**src/rtl/regset_arb_pkg.sv**
```systemverilog
// Shared types and default sizing for the register-set arbiter.
// State encoding is fixed here so that the top and any bench agree on it.
package regset_arb_pkg;

    localparam int unsigned N_DEFAULT  = 8;
    localparam int unsigned AW_DEFAULT = 3;

    typedef enum logic [1:0] {
        IDLE  = 2'd0,
        CMD   = 2'd1,
        RWAIT = 2'd2
    } state_t;

endpackage

```
**src/rtl/rr_arb2.sv**
```systemverilog
// Two-way round-robin arbiter with a last-grant pointer.
// Grants are combinational and qualified by en; the pointer moves only on a grant.
module rr_arb2 (
    input  logic clk,
    input  logic reset,
    input  logic en,
    input  logic req0,
    input  logic req1,
    output logic gnt0,
    output logic gnt1
);

    // last1_q = 1 means requester 1 won most recently, so requester 0 has priority.
    logic last1_q;

    always_comb begin
        gnt0 = en && req0 && (!req1 || last1_q);
        gnt1 = en && req1 && (!req0 || !last1_q);
    end

    always_ff @(posedge clk) begin
        if (reset) begin
            last1_q <= 1'b1;
        end else if (gnt0) begin
            last1_q <= 1'b0;
        end else if (gnt1) begin
            last1_q <= 1'b1;
        end
    end

endmodule

```
**src/rtl/regset_arbiter.sv**
```systemverilog
// Arbitrates two requesters onto a single register-set command port.
// Optional macro REGSET_ARB_STATS_EN adds the Conflict_cnt output.
module regset_arbiter
    import regset_arb_pkg::*;
#(
    parameter int unsigned N  = N_DEFAULT,
    parameter int unsigned AW = AW_DEFAULT
) (
    input  logic          Clk,
    input  logic          Reset,
    input  logic          Req0,
    input  logic          Req1,
    input  logic          RW0,
    input  logic          RW1,
    input  logic [AW-1:0] Addr0,
    input  logic [AW-1:0] Addr1,
    input  logic [N-1:0]  Wdata0,
    input  logic [N-1:0]  Wdata1,
    output logic          Gnt0,
    output logic          Gnt1,
    output logic          Done0,
    output logic          Done1,
    output logic [N-1:0]  Rdata,
    output logic          RS_Enable,
    output logic          RS_RW,
    output logic [AW-1:0] RS_Address,
    output logic [N-1:0]  RS_Data_in,
    input  logic [N-1:0]  RS_Data_out
`ifdef REGSET_ARB_STATS_EN
    ,
    output logic [7:0]    Conflict_cnt
`endif
);

    state_t        state_q, state_d;
    logic          arb_en;
    logic          grant_any;
    logic          rw_q;
    logic          owner_q;
    logic [AW-1:0] addr_q;
    logic [N-1:0]  wdata_q;
    logic          rd_done_q;
    logic          rd_owner_q;
    logic [N-1:0]  rdata_q;

    assign arb_en    = (state_q == IDLE) && !Reset;
    assign grant_any = Gnt0 || Gnt1;
    assign Rdata     = rdata_q;

    rr_arb2 u_rr (
        .clk   (Clk),
        .reset (Reset),
        .en    (arb_en),
        .req0  (Req0),
        .req1  (Req1),
        .gnt0  (Gnt0),
        .gnt1  (Gnt1)
    );

    // Combinational strobes are masked by Reset so an abort never leaks a command or Done.
    always_comb begin
        state_d    = state_q;
        RS_Enable  = 1'b0;
        RS_RW      = 1'b0;
        RS_Address = '0;
        RS_Data_in = '0;
        Done0      = 1'b0;
        Done1      = 1'b0;
        case (state_q)
            IDLE: begin
                if (grant_any) begin
                    state_d = CMD;
                end
            end
            CMD: begin
                state_d = rw_q ? IDLE : RWAIT;
                if (!Reset) begin
                    RS_Enable  = 1'b1;
                    RS_RW      = rw_q;
                    RS_Address = addr_q;
                    RS_Data_in = wdata_q;
                    Done0      = rw_q && !owner_q;
                    Done1      = rw_q && owner_q;
                end
            end
            RWAIT: begin
                state_d = IDLE;
            end
            default: begin
                state_d = IDLE;
            end
        endcase
        // Read completion lands in the IDLE cycle after RWAIT, never alongside a write Done.
        if (rd_done_q && !Reset) begin
            Done0 = Done0 || !rd_owner_q;
            Done1 = Done1 || rd_owner_q;
        end
    end

    always_ff @(posedge Clk) begin
        if (Reset) begin
            state_q    <= IDLE;
            rw_q       <= 1'b0;
            owner_q    <= 1'b0;
            addr_q     <= '0;
            wdata_q    <= '0;
            rd_done_q  <= 1'b0;
            rd_owner_q <= 1'b0;
            rdata_q    <= '0;
        end else begin
            state_q    <= state_d;
            rd_done_q  <= (state_q == RWAIT);
            rd_owner_q <= owner_q;
            if (grant_any) begin
                owner_q <= Gnt1;
                rw_q    <= Gnt1 ? RW1    : RW0;
                addr_q  <= Gnt1 ? Addr1  : Addr0;
                wdata_q <= Gnt1 ? Wdata1 : Wdata0;
            end
            if (state_q == RWAIT) begin
                rdata_q <= RS_Data_out;
            end
        end
    end

`ifdef REGSET_ARB_STATS_EN
    always_ff @(posedge Clk) begin
        if (Reset) begin
            Conflict_cnt <= '0;
        end else if ((state_q == IDLE) && Req0 && Req1 && (Conflict_cnt != 8'hFF)) begin
            Conflict_cnt <= Conflict_cnt + 8'd1;
        end
    end
`endif

endmodule

```
**config.mk**
```make
export PLATFORM = sky130hd
export DESIGN_NAME = regset_arbiter
export DESIGN_NICKNAME = d
export VERILOG_FILES = /design/src/rtl/regset_arb_pkg.sv /design/src/rtl/rr_arb2.sv /design/src/rtl/regset_arbiter.sv
export SDC_FILE = /design/constraint.sdc
export NUM_CORES = 1
export LEC_CHECK = 0
export BUFFER_PORTS_ARGS = -buffer_cell sky130_fd_sc_hd__buf_2
export CAP_MARGIN = 20
export CORE_ASPECT_RATIO = 0.6
export CORE_MARGIN = 2
export CORE_UTILIZATION = 40
export DETAILED_ROUTE_END_ITERATION = 12
export GPL_TIMING_DRIVEN = 0
export PLACE_DENSITY_LB_ADDON = 0.12
export SLEW_MARGIN = 20
export SYNTH_ARGS = -nofsm -noshare
export SYNTH_HDL_FRONTEND = slang
export SYNTH_SLANG_ARGS = --single-unit
```
**constraint.sdc**
```tcl
create_clock -name Clk -period 1.45 [get_ports Clk]
set_clock_uncertainty 0.1 [all_clocks]
set_input_delay 0.29 -clock Clk [delete_from_list [all_inputs] [get_ports Clk]]
set_output_delay 0.29 -clock Clk [all_outputs]
set_load 0.01 [all_outputs]
```
=== Word level (Yosys, flattened, before mapping) ===
Index checks and enable logic that the tools add are counted.

* Reduce and logical (&&, ||, !) cells: 21
* Multiplexer cells: 22
* Equality and inequality tests: 3

{| class="wikitable"
|+ Operators with widths
! kind !! count
|-
| $mux 8 || 3
|-
| $mux 1 || 13
|-
| $mux 3 || 3
|-
| $logic_and 1x1->1 || 8
|-
| $logic_not 1->1 || 6
|-
| $logic_or 1x1->1 || 5
|-
| $mux 2 || 2
|-
| $pmux 2 s2 || 1
|-
| $eq 2x1->1 const B || 1
|-
| $eq 2x2->1 const B || 1
|-
| $logic_not 2->1 || 1
|-
| $ne 2x2->1 const B || 1
|-
| $reduce_bool 2->1 || 1
|}

* Output and inout port bits: 25
* Word-level logic and storage cells: 55
* Bits in registers: 26
* Input bits: 36

=== Logic depth before layout (Yosys ltp) ===
* Depth in word-level cells: 7
* Mapped depth: 5
* Depth with buffers taken out: 3

=== By module ===
From an unflattened synthesis, not the netlist that was laid out.

* Cell total of the unflattened synthesis: 130
* Area, all modules: 1256.2 um^2

{| class="wikitable"
|+ By module, submodules not included
! module !! times used !! area an instance (um^2) !! cells an instance !! sequential area each (um^2)
|-
| regset_arbiter || 1 || 1197.4 || 122 || 500.5
|-
| rr_arb2 || 1 || 58.8 || 8 || 20.0
|}

=== Least setup slack after synthesis ===
Ideal clock, no wire load.

* Kind: register -> output
* From: register state_q[0]
* To: output port RS_Address[0]
* Data required time: 1060 ps
* Slack: -58 ps
* Path buffers: 1
* Cell stages (with the launch flop): 4
* Arrival time: 1118 ps
* Cell sequence: dfxtp_1 > nor3b_2 > clkbuf_1 > and2_1

* Longest elaborated chain between the ends: 2

{| class="wikitable"
|+ RTL lines
! element !! RTL line !! RTL
|-
| start, declared || regset_arbiter.sv:35 || <nowiki>state_t state_q, state_d;</nowiki>
|-
| start signal, assigned || regset_arbiter.sv:111 || <nowiki>state_q <= state_d;</nowiki>
|-
| $eq 2x1->1 || regset_arbiter.sv:69 || <nowiki>case (state_q)</nowiki>
|-
| $mux 3 || regset_arbiter.sv:69 ||
|-
| end, declared || regset_arbiter.sv:26 || <nowiki>output logic [AW-1:0] RS_Address,</nowiki>
|}

No other way between the ends.

=== Worst setup path in the final report ===
* From: register state_q[1]
* To: output port RS_Data_in[7]

* Longest elaborated chain between the ends: 2

{| class="wikitable"
|+ RTL lines
! element !! RTL line !! RTL
|-
| $eq 2x1->1 || regset_arbiter.sv:69 ||
|-
| $mux 8 || regset_arbiter.sv:69 ||
|-
| end, declared || regset_arbiter.sv:27 || <nowiki>output logic [N-1:0] RS_Data_in,</nowiki>
|}

No other way between the ends.

==> flow_results.xml <==
<?xml version="1.0" encoding="UTF-8"?>
<metrics>
  <group name="global_route">
    <metric name="globalRouteOverflowTotal" unit="">0</metric>
    <metric name="first_global_vias" unit="">1227</metric>
    <metric name="grt_first_pass_wirelength" unit="mm">5.87</metric>
    <metric name="grt_start_max_net_pins" unit="">15</metric>
    <metric name="initial_antenna_violation_count" unit="">0</metric>
    <metric name="global_route.usage.total" unit="">0.228</metric>
  </group>
  <group name="placement">
    <metric name="routability_cong" unit="">0.820</metric>
    <metric name="placed_cells_incl_taps" unit="">247</metric>
    <metric name="placedInstanceArea" unit="um^2">1590</metric>
    <metric name="dp_hpwl" unit="mm">2.56</metric>
    <metric name="port-buffer-count" unit="">59</metric>
    <metric name="dp_worst_slack" unit="ns">-0.207</metric>
  </group>
  <group name="yosys">
    <metric name="synth_edf_count" unit="">0</metric>
    <metric name="synth_sequential_area_ratio" unit="">0.420</metric>
    <metric name="postSynthAreaPerCell" unit="um^2">8.48</metric>
    <metric name="async_reset_ff_frac" unit="">0</metric>
    <metric name="synthesis.nets" unit="">182</metric>
    <metric name="post_synthesis_cell_area" unit="um^2">1240</metric>
    <metric name="synth-compound-area-share" unit="">0.266</metric>
    <metric name="post-synth-top-area-cell" unit="">sky130_fd_sc_hd__dfxtp_1</metric>
    <metric name="synth_cell_type_count" unit="">29</metric>
    <metric name="synth_area_in_xor_xnor" unit="">0</metric>
    <metric name="synth-adder-area-share" unit="">0</metric>
    <metric name="synth_top_area_share" unit="">0.420</metric>
    <metric name="post_synth_and_or_nand_nor_area_fraction" unit="">0.242</metric>
    <metric name="biggest_area_contributors_in_the_synthesized_netlist" unit="">sky130_fd_sc_hd__dfxtp_1, sky130_fd_sc_hd__a21oi_1, sky130_fd_sc_hd__a311oi_1</metric>
    <metric name="largest_family_of_logic_cells_by_synthesized_area" unit="">compound AO/OA/AOI/OAI gates</metric>
    <metric name="postSynthCellCount" unit="">146</metric>
    <metric name="yosys_register_bits" unit="">26</metric>
    <metric name="synth-warning-count" unit="">0</metric>
    <metric name="synth.mux.area_fraction" unit="">0</metric>
    <metric name="synth_ff_type" unit="">sky130_fd_sc_hd__dfxtp_1</metric>
  </group>
  <group name="detailed_routing">
    <metric name="num_vias" unit="">1366</metric>
    <metric name="drtAntennaViolNets" unit="">0</metric>
    <metric name="detail_route.wl_per_cell" unit="um">15.2</metric>
    <metric name="viasPerCell" unit="">5.17</metric>
    <metric name="drt-pass1-iter-count" unit="">4</metric>
    <metric name="wl" unit="mm">4.01</metric>
    <metric name="route.detailed.drc" unit="">0</metric>
    <metric name="first_iteration_detailed_routing_drc_count" unit="">66</metric>
  </group>
  <group name="worst_setup_path">
    <metric name="worst_ep_arrival_time" unit="ns">1.39</metric>
    <metric name="worst-setup-path-type" unit="">flop to output port</metric>
    <metric name="cp-start-kind" unit="">flop</metric>
    <metric name="setup_crit_start" unit="">state_q[1]</metric>
    <metric name="critPathRequiredTime" unit="ns">1.06</metric>
    <metric name="crit_path_end_kind" unit="">output port</metric>
    <metric name="crit_reg_reg_startpoint" unit="">state_q[0]</metric>
    <metric name="cp_max_fo" unit="">10</metric>
    <metric name="ff_to_ff_path_depth" unit="">7</metric>
  </group>
  <group name="floorplanning">
    <metric name="initial_util" unit="">0.426</metric>
    <metric name="chipHeight" unit="um">47.1</metric>
    <metric name="fp-row-count" unit="">15</metric>
    <metric name="dieWidth" unit="um">75.8</metric>
    <metric name="core_area" unit="um^2">2910</metric>
    <metric name="die-area" unit="um^2">3570</metric>
    <metric name="io_pins" unit="">61</metric>
  </group>
  <group name="sta">
    <metric name="setup_viol" unit="">31</metric>
    <metric name="worst_slew_pin_slew" unit="ns">0.753</metric>
    <metric name="max_slew_margin" unit="">0.498</metric>
    <metric name="slew_viol_final" unit="">0</metric>
    <metric name="final_hold_viol_count" unit="">0</metric>
    <metric name="finalCritPeriodShare" unit="">1.23</metric>
    <metric name="timing.fmax" unit="GHz">0.561</metric>
    <metric name="setup_ws" unit="ns">-0.331</metric>
    <metric name="final.setup.tns" unit="ns">-6.59</metric>
    <metric name="rsz0062_at_grt" unit="">true</metric>
    <metric name="period_minus_slack" unit="ns">1.78</metric>
  </group>
  <group name="power">
    <metric name="vdd.ir_drop.worst" unit="uV">498</metric>
    <metric name="power_leakage" unit="nW">0.851</metric>
    <metric name="pwr_density_cell" unit="nW/um^2">898</metric>
    <metric name="report.power.total" unit="mW">1.75</metric>
  </group>
  <group name="clocking">
    <metric name="htree_num_levels" unit="">1</metric>
    <metric name="clk_pin_slew_worst_paths" unit="ns">0.09</metric>
    <metric name="post_cts_hold_buffer_count" unit="">0</metric>
    <metric name="clock_sink_count" unit="">26</metric>
    <metric name="number_of_clock_buffers_inserted_by_tritoncts" unit="">3</metric>
    <metric name="clk-insertion-delay-late" unit="ns">0.27</metric>
    <metric name="cts.root.buffer_cell" unit="">sky130_fd_sc_hd__clkbuf_8</metric>
    <metric name="tritoncts" unit="">built</metric>
    <metric name="cts.path.max_buffers" unit="">2</metric>
  </group>
  <group name="cells_and_area">
    <metric name="drive_above_1_share" unit="">0.491</metric>
    <metric name="final_cell_count_no_fill" unit="">264</metric>
    <metric name="syn2layout_area_growth" unit="%">57.1</metric>
    <metric name="layout.cell_area.non_filler" unit="um^2">1950</metric>
    <metric name="multiInputGateArea" unit="um^2">709</metric>
    <metric name="insertedDiodeCount" unit="">0</metric>
    <metric name="seq_area" unit="um^2">526</metric>
    <metric name="finish.net_count" unit="">259</metric>
    <metric name="fillers" unit="">226</metric>
  </group>
  <group name="min_path">
    <metric name="timing.hold.worst.start" unit="">RS_Data_out[3]</metric>
    <metric name="min_path_type" unit="">primary input to flop</metric>
    <metric name="holdPathStages" unit="">3</metric>
  </group>
  <group name="status">
    <metric name="status" unit="">complete, but fails checks</metric>
    <metric name="failed_checks" unit="">setup timing</metric>
  </group>
  <group name="flow_run">
    <metric name="cap_violations" unit="">0</metric>
  </group>
</metrics>
## layer usage
metal / vias up / GRT usage / share of wire / wire length [um]
li1: 675 / - / - / -
met1: 629 / 0.315 / 0.45 / 1810
met2: 58 / 0.360 / 0.45 / 1820
met3: 4 / 0.0558 / 0.087 / 350
met4: 0 / 0.0596 / 0.0067 / 27
met5: - / 0 / 0 / 0
## kinds of logic after synthesis
family                 Yosys count
AND/OR/NAND/NOR                 54
AO/OA/AOI/OAI                   50
flip-flops                      26
buffers and inverters           16
## cell usage after synthesis, types with 3 or more instances
cell type                  count
sky130_fd_sc_hd__inv_1         3
sky130_fd_sc_hd__nand2_1      16
sky130_fd_sc_hd__a21oi_1      20
sky130_fd_sc_hd__a311oi_1     10
sky130_fd_sc_hd__nor2_1        3
sky130_fd_sc_hd__o21ai_0       6
sky130_fd_sc_hd__dfxtp_1      26
sky130_fd_sc_hd__nand3_1      13
sky130_fd_sc_hd__and2_1       13
sky130_fd_sc_hd__clkbuf_1      6
sky130_fd_sc_hd__o21ai_1       6
## final timing paths
kind | end | slack [ns]
setup / recovery | RS_Data_in[7] | -0.33
hold / removal | Rdata[3] | 0.14
setup reg to reg | wdata_q[2] | -0.20
hold reg to reg | Rdata[5] | 0.36
## metrics by stage
stage / hold WS [ns] / util
global route: 0.131 / 0.669
CTS: 0.132 / 0.658
global placement: 0.338 / 0.546
detailed placement: 0.344 / 0.546
finish: 0.144 / 0.669
floorplan: 0.306 / -
## layout by cell type, fill, tap and decap left out, types with 2 or more instances in the layout
cell type / n
sky130_fd_sc_hd__a21oi_1: 20
sky130_fd_sc_hd__a22o_1: 2
sky130_fd_sc_hd__a311oi_1: 3
sky130_fd_sc_hd__a311oi_2: 9
sky130_fd_sc_hd__and2_1: 10
sky130_fd_sc_hd__and2_4: 3
sky130_fd_sc_hd__buf_12: 2
sky130_fd_sc_hd__buf_16: 2
sky130_fd_sc_hd__buf_2: 58
sky130_fd_sc_hd__buf_4: 6
sky130_fd_sc_hd__buf_6: 8
sky130_fd_sc_hd__buf_8: 2
sky130_fd_sc_hd__clkbuf_1: 4
sky130_fd_sc_hd__clkbuf_8: 5
sky130_fd_sc_hd__dfxtp_1: 24
sky130_fd_sc_hd__inv_1: 3
sky130_fd_sc_hd__nand2_1: 16
sky130_fd_sc_hd__nand3_1: 10
sky130_fd_sc_hd__nand3_2: 3
sky130_fd_sc_hd__nor2_1: 2
sky130_fd_sc_hd__nor2b_1: 2
sky130_fd_sc_hd__o21ai_0: 5
sky130_fd_sc_hd__o21ai_1: 7
## power breakdown
part | switching (mW) | internal [mW] | leakage, nW | total, mW
clock | 0.230 | 0.243 | 0.0288 | 0.473
sequential | 0.0310 | 0.766 | 0.214 | 0.797
combinational | 0.232 | 0.244 | 0.609 | 0.476
## registers in the layout, summed over array words and instances, names as in the netlist
register and cells:
Rdata 8, wdata_q 8, addr_q 3, state_q 2
owner_q 1, rd_done_q 1, rd_owner_q 1, rw_q 1
u_rr.last1_q 1
## what timing repair did
action	4_1_cts	5_1_grt
endpoints found under the setup margin	28	31
resized for setup	30	7
cloned	3	0
pin swaps	12	4
setup buffers	10	0
## worst max-delay path, cell delays in order (launching register included)
cell and delay, ns:
sky130_fd_sc_hd__dfxtp_2 0.37, sky130_fd_sc_hd__nor3b_4 0.27, sky130_fd_sc_hd__clkbuf_8 0.22, sky130_fd_sc_hd__and2_1 0.13, sky130_fd_sc_hd__buf_2 0.13
## layout make-up
type,count,area share
clock buffer,4,0.0283
multi-input combinational,104,0.365
tap,42,0.0270
sequential,26,0.270
inverter,3,0.00579
buffer,13,0.0534
timing repair buffer,72,0.251
No activity file was read; power rests on OpenSTA's default activity.
